$ cat config.mk
export PLATFORM = sky130hd
export DESIGN_NAME = bcd_serial_add_ctrl
export DESIGN_NICKNAME = d
export VERILOG_FILES = /design/src/rtl/bcd_pkg.sv /design/src/rtl/bcd_adder.sv /design/src/rtl/bcd_serial_add_ctrl.sv
export SDC_FILE = /design/constraint.sdc
export NUM_CORES = 1
export LEC_CHECK = 0
export ABC_AREA = 1
export BUFFER_PORTS_ARGS = -buffer_cell sky130_fd_sc_hd__buf_2
export CORE_AREA = 10 10 124 126
export DETAILED_ROUTE_END_ITERATION = 10
export DIE_AREA = 0 0 134 136
export PLACE_DENSITY = 0.81
export SKIP_LAST_GASP = 1
export SLEW_MARGIN = 30
export SYNTH_ARGS = -nofsm -noshare
export SYNTH_HDL_FRONTEND = slang
export SYNTH_SLANG_ARGS = --single-unit
$ cat constraint.sdc
create_clock -name clk -period 4.8 [get_ports clk]
set_clock_uncertainty 0.2 [all_clocks]
set_input_delay 0.96 -clock clk [delete_from_list [all_inputs] [get_ports clk]]
set_output_delay 0.96 -clock clk [all_outputs]
set_load 0.01 [all_outputs]
$ cat src/rtl/bcd_pkg.sv
// Shared types and helpers for the serial packed-BCD add/subtract sequencer.
//   bcd_seq_state_t : sequencer state encoding (IDLE, RUN, DONE)
//   BCD_DIGIT_W     : bits per BCD digit
//   bcd_nines()     : nines complement of one digit (9-d)
//   bcd_digit_ok()  : 1 when a nibble is a legal decimal digit (0..9)
package bcd_pkg;

  typedef enum logic [1:0] {IDLE = 2'd0, RUN = 2'd1, DONE = 2'd2} bcd_seq_state_t;

  localparam int BCD_DIGIT_W = 4;

  function automatic logic [BCD_DIGIT_W-1:0] bcd_nines(input logic [BCD_DIGIT_W-1:0] d);
    return 4'd9 - d;
  endfunction

  function automatic logic bcd_digit_ok(input logic [BCD_DIGIT_W-1:0] d);
    return (d <= 4'd9);
  endfunction

endpackage

$ cat src/rtl/bcd_adder.sv
// Two-digit (one byte) packed-BCD adder with carry in/out.
//   i_a, i_b : 8-bit packed BCD operands, digit 0 in [3:0]
//   i_cin    : decimal carry in
//   o_s      : 8-bit packed BCD sum
//   o_cout   : decimal carry out
// Operands are assumed to be legal BCD; illegal digits give undefined digits.
module bcd_adder
  import bcd_pkg::*;
(
  input  logic [7:0] i_a,
  input  logic [7:0] i_b,
  input  logic       i_cin,
  output logic [7:0] o_s,
  output logic       o_cout
);

  logic [4:0] w_raw_lo;
  logic [4:0] w_raw_hi;
  logic [4:0] w_adj_lo;
  logic [4:0] w_adj_hi;
  logic       w_c_mid;

  // Binary digit sum; anything above 9 is corrected by +6, which also
  // pushes the excess out as the decimal carry.
  always_comb begin
    w_raw_lo = {1'b0, i_a[3:0]} + {1'b0, i_b[3:0]} + {4'b0, i_cin};
    w_c_mid  = (w_raw_lo > 5'd9);
    w_adj_lo = w_c_mid ? (w_raw_lo + 5'd6) : w_raw_lo;

    w_raw_hi = {1'b0, i_a[7:4]} + {1'b0, i_b[7:4]} + {4'b0, w_c_mid};
    o_cout   = (w_raw_hi > 5'd9);
    w_adj_hi = o_cout ? (w_raw_hi + 5'd6) : w_raw_hi;

    o_s = {w_adj_hi[BCD_DIGIT_W-1:0], w_adj_lo[BCD_DIGIT_W-1:0]};
  end

endmodule

$ cat src/rtl/bcd_serial_add_ctrl.sv
// Serial packed-BCD add/subtract sequencer. One shared bcd_adder processes
// one byte (two digits) per cycle, LSB byte first, chaining the carry.
//   clk, rst             : clock, synchronous active-high reset
//   in_valid/in_ready    : command handshake (in_a, in_b, in_sub)
//   in_sub               : 0 = A+B, 1 = A-B (nines complement of B plus carry-in 1)
//   out_valid/out_ready  : result handshake (out_sum, out_carry, out_err)
//   out_carry            : add = decimal overflow, sub = borrow (A<B)
//   out_err              : some input nibble was > 9; sum/carry forced to 0
// Handshakes: a transfer happens on a rising edge where valid && ready are
// both high. in_ready is high only in IDLE; out_valid only in DONE, and both
// are pure functions of state, so neither depends combinationally on the
// other side's valid/ready. Results are held stable while out_ready is low.
module bcd_serial_add_ctrl
  import bcd_pkg::*;
#(
  parameter int NUM_DIGITS = 8
) (
  input  logic                    clk,
  input  logic                    rst,
  input  logic                    in_valid,
  output logic                    in_ready,
  input  logic [4*NUM_DIGITS-1:0] in_a,
  input  logic [4*NUM_DIGITS-1:0] in_b,
  input  logic                    in_sub,
  output logic                    out_valid,
  input  logic                    out_ready,
  output logic [4*NUM_DIGITS-1:0] out_sum,
  output logic                    out_carry,
  output logic                    out_err
);

  localparam int NBYTES = NUM_DIGITS / 2;
  localparam int IDX_W  = (NBYTES > 1) ? $clog2(NBYTES) : 1;
  localparam logic [IDX_W-1:0] LAST_IDX = IDX_W'(NBYTES - 1);

  if (((NUM_DIGITS % 2) != 0) || (NUM_DIGITS < 2)) begin : g_bad_param
    $error("bcd_serial_add_ctrl: NUM_DIGITS must be even and >= 2");
  end

  bcd_seq_state_t r_state;
  bcd_seq_state_t w_state_next;

  logic [NBYTES-1:0][7:0] r_a;
  logic [NBYTES-1:0][7:0] r_b;
  logic [NBYTES-1:0][7:0] r_sum;
  logic [NBYTES-1:0][7:0] w_sum_next;
  logic                   r_sub;
  logic                   r_carry;
  logic                   r_err;
  logic [IDX_W-1:0]       r_idx;

  logic [4*NUM_DIGITS-1:0] r_out_sum;
  logic                    r_out_carry;
  logic                    r_out_err;

  logic [4*NUM_DIGITS-1:0] w_b_nines;
  logic                    w_in_err;
  logic                    w_accept;
  logic                    w_last;
  logic [7:0]              w_s;
  logic                    w_cout;

  bcd_adder u_adder (
    .i_a    (r_a[r_idx]),
    .i_b    (r_b[r_idx]),
    .i_cin  (r_carry),
    .o_s    (w_s),
    .o_cout (w_cout)
  );

  // Operand conditioning at accept time.
  always_comb begin
    w_b_nines = '0;
    w_in_err  = 1'b0;
    for (int i = 0; i < NUM_DIGITS; i++) begin
      w_b_nines[i*BCD_DIGIT_W +: BCD_DIGIT_W] = bcd_nines(in_b[i*BCD_DIGIT_W +: BCD_DIGIT_W]);
      if (!bcd_digit_ok(in_a[i*BCD_DIGIT_W +: BCD_DIGIT_W]) ||
          !bcd_digit_ok(in_b[i*BCD_DIGIT_W +: BCD_DIGIT_W])) begin
        w_in_err = 1'b1;
      end
    end
  end

  assign w_accept = in_valid && (r_state == IDLE);
  assign w_last   = (r_state == RUN) && (r_idx == LAST_IDX);

  // Working result with this pass's byte merged in; on the last pass this
  // is the complete result.
  always_comb begin
    w_sum_next        = r_sum;
    w_sum_next[r_idx] = w_s;
  end

  // FSM: state register
  always_ff @(posedge clk) begin
    if (rst) r_state <= IDLE;
    else     r_state <= w_state_next;
  end

  // FSM: next state
  always_comb begin
    w_state_next = r_state;
    case (r_state)
      IDLE:    if (w_accept)  w_state_next = RUN;
      RUN:     if (w_last)    w_state_next = DONE;
      DONE:    if (out_ready) w_state_next = IDLE;
      default: w_state_next = IDLE;
    endcase
  end

  // FSM: outputs
  always_comb begin
    in_ready  = 1'b0;
    out_valid = 1'b0;
    case (r_state)
      IDLE:    in_ready  = 1'b1;
      DONE:    out_valid = 1'b1;
      default: ;
    endcase
  end

  // Datapath
  always_ff @(posedge clk) begin
    if (rst) begin
      r_a         <= '0;
      r_b         <= '0;
      r_sum       <= '0;
      r_sub       <= 1'b0;
      r_carry     <= 1'b0;
      r_err       <= 1'b0;
      r_idx       <= '0;
      r_out_sum   <= '0;
      r_out_carry <= 1'b0;
      r_out_err   <= 1'b0;
    end else begin
      if (w_accept) begin
        r_a     <= in_a;
        r_b     <= in_sub ? w_b_nines : in_b;
        r_sub   <= in_sub;
        r_carry <= in_sub;  // +1 turns the nines complement into tens complement
        r_err   <= w_in_err;
        r_idx   <= '0;
        r_sum   <= '0;
      end else if (r_state == RUN) begin
        r_sum   <= w_sum_next;
        r_carry <= w_cout;
        if (!w_last) r_idx <= r_idx + 1'b1;
      end

      // Presented outputs change only when a new result is produced, so
      // they hold through DONE and keep their values afterwards.
      if (w_last) begin
        r_out_sum   <= r_err ? '0 : w_sum_next;
        r_out_carry <= r_err ? 1'b0 : (r_sub ? ~w_cout : w_cout);
        r_out_err   <= r_err;
      end
    end
  end

  assign out_sum   = r_out_sum;
  assign out_carry = r_out_carry;
  assign out_err   = r_out_err;

endmodule

==> out/qor.txt <==
Synth top area share - 40.4%
Die area - 18,200 um2
Post-Syn Area - 6500 um2
DR vias - 6,522
Die Height - 136 um
DP HPWL - 12.5 mm
Outcome - completed
Post-synthesis sequential area ratio - 40.4%
Fraction of layout instances using a drive strength above 1 - 20.4%
Number of cell rows - 42
Post-Synth Simple-Gate Area - 22.8%
Placeable Area - 13,000 um2
Largest net degree at the start of global routing - 86
Worst hold slack - 0.255 ns
Max_cap viols - 0
Setup CP Type - reg2reg
PwrDens - 418 nW/um2
Drt initial violations - 529
DRC violations left - 0
Total of warnings raised by yosys - 0
Number of global-route vias before repair - 6,015
Antenna diodes - 0
Area Growth Syn to Fin - 21.4%
Worst-path clk slew - 0.06 ns
Crit path time final - 4.76 ns
Syn Nets - 1,018
Slew @ Worst Pin - 0.778 ns
Final wirelength - 18.2 mm
Hold_buf cts - 0
CTS Buf Count - 17
Fin. Hold Viols - 0
Gate Count Post-Synth - 924
Total GRT Usage - 19.4%
XOR/XNOR Fraction of Synth Area - 2.43%
Largest family of logic cells by synthesized area - simple AND/OR/NAND/NOR gates
CTS Root Cell - clkbuf_16
Fin. max-slew vios - 0
Starting Density - 50.0%
Finished Core Util - 60.7%
Peak VDD IR - 0.327 mV
Area leader, netlist - dfxtp_1
RSZ-0062 raised after global routing - yes
CTS tree - yes
Data arrival time of the critical path - 4.88 ns
FF+latch count, synth - 131
Worst endpoint required time - 4.92 ns
Relative slew slack - 48.1%
Post-synthesis mux area share - 0%
Critical path's largest stage delay - 0.62 ns
Crit. End Element - flop
Number of H-tree levels - 4
Vias/cell - 5.44
Final worst-path cycle share - 99.2%
Crit-path max FO - 7
Layout Nets - 1,106
Initial antenna violation count - 0
Mapped Avg Cell Area - 7.03 um2
Setup violators final - 0
CTS sink cnt - 131
Post-synthesis cell type count - 36
Slowest stage cell, crit path - fa_2
Worst hold path type - reg2reg
Clock latency on the worst-skew pair - 0.42 ns
CP Launch Type - flop
Static Leak - 3.59 nW
GP Congestion - 0.872
Synth Area in Adders - 5.28%
Synth top area cells - dfxtp_1 40%, nand2_1 10%, o21ai_0 9.2%
IO buf count - 104
Peak Freq - 210 MHz
Top-Level Pins - 105
Die Wd - 134 um
Remaining antenna violation count after routing - 0
Clock Tree Buf Depth - 2
Global route overflow - 0
WL/cell - 15.2 um
First-pass GRT wire length - 29.0 mm
Drt first pass iters - 8
Compound-Gate Fraction of Synth Area - 20.7%
==> Yosys cell counts <==
cell type    n
nand2_1    180
fa_1         4
clkinv_1     1
a21boi_1     1
o22ai_1     16
or2_2        4
nor3_1       2
nand3_1     50
nand4_1      2
nor2_2       1
clkbuf_1    34
nand2_4      1
a21oi_2      1
nor2_8       1
nand2_2      4
buf_6        2
nor2_4       2
dfxtp_1    131
nand3b_1     2
buf_1        6
a2bb2oi_1    2
o21ai_0    119
a31oi_1      6
o211a_1      1
a32o_1       1
nor2_1     109
inv_1       77
a211oi_1     1
xor2_1      10
xnor2_1      8
ha_1        21
a21boi_0     1
a21oi_1    100
buf_2       11
inv_2        6
o211ai_1     6
==> where the power goes <==
part / leakage (nW) / internal (mW) / switching [mW] / total (mW)
sequential: 1.07 / 1.15 / 0.0362 / 1.19
clock: 0.265 / 0.709 / 0.471 / 1.18
combinational: 2.25 / 0.340 / 0.589 / 0.929
==> area by class of cell <==
type	count	area, um2
Clock inverter	8	52.6
Clock buffer	23	488
Multi-Input combinational cell	656	3490
Inverter	84	324
Timing Repair Buffer	122	684
Fill cell	1180	5090
Tap cell	176	220
Sequential cell	131	2630
==> metal layers <==
metal | GRT usage [%] | part of all wire, % | vias up
li1 | - | - | 3223
met1 | 24.1 | 44 | 2997
met2 | 31.9 | 47 | 273
met3 | 5.13 | 7.2 | 29
met4 | 6.65 | 1.5 | 0
met5 | 0 | 0 | -
==> kinds of logic after synthesis <==
family	after synthesis
AND/OR/NAND/NOR	358
XOR/XNOR	18
buffers and inverters	137
adder cells (fa/ha/maj)	25
AO/OA/AOI/OAI	255
flip-flops	131
==> metrics by stage <==
stage / setup TNS [ns] / std cells / setup WS (ns) / area (um2) / power [mW]
2_1_floorplan: 0 / 924 / 0.0523 / 6500 / 1.75
3_3_place_gp: 0 / 1163 / 0.0496 / 7130 / 1.93
3_5_place_dp: -4.06 / 1163 / -0.233 / 7130 / 1.96
4_1_cts: 0 / 1194 / 0.0179 / 7690 / 3.14
5_1_grt: -1.97 / 1200 / -0.133 / 7890 / 3.45
6_report: 0 / 1200 / 0.0408 / 7890 / 3.30
==> sequential cells by signal (all words and copies together), names as in the netlist, 2 cells and up <==
name     flops
out_sum     32
r_a         32
r_b         32
r_sum       26
r_idx        2
r_state      2
==> worst paths after layout <==
check | slack, ns | cells after the start | startpoint | to
worst max register to register | 0.04 | 27 | r_idx[0] | r_sum[21]
worst min-delay path | 0.25 | 2 | r_b[20] | r_b[20]
worst max-delay path | 0.04 | 27 | r_idx[0] | r_sum[21]
worst min register to register | 0.25 | 2 | r_b[20] | r_b[20]
==> critical path: cells and delay by family, from the launching register on <==
| kind | cells | cell delay (ns) |
|---|---|---|
| AOI/OAI and AO/OA | 5 | 0.69 |
| buffers and inverters | 6 | 0.37 |
| adders and majority gates | 6 | 2.10 |
| and+or+nand+nor | 10 | 0.86 |
| DFF | 1 | 0.41 |
==> layout by cell type (no fill, tap or decap), types with 3 or more instances in the layout <==
cell and count:
nand2_1 175, dfxtp_1 129, o21ai_0 115, nor2_1 107
buf_2 104, a21oi_1 99, inv_1 72, nand3_1 44
ha_1 19, clkbuf_16 17, buf_4 15, o22ai_1 13
xor2_1 10, inv_2 9, xnor2_1 7, a31oi_1 6
o211ai_1 6, nand2_2 6, nand3_2 5, clkinv_2 5
nand2_4 4, or2_2 4, o21ai_2 4, fa_2 4
clkbuf_8 4, o22ai_2 3, nor2_2 3
==> timing repair <==
item / 4_1_cts / 5_1_grt
pin swaps: 2 / 16
endpoints found under the setup margin: 23 / 23
buffers inserted: 0 / 6
resized for setup: 12 / 41
Note: power is estimated with default switching activity, not from simulation.
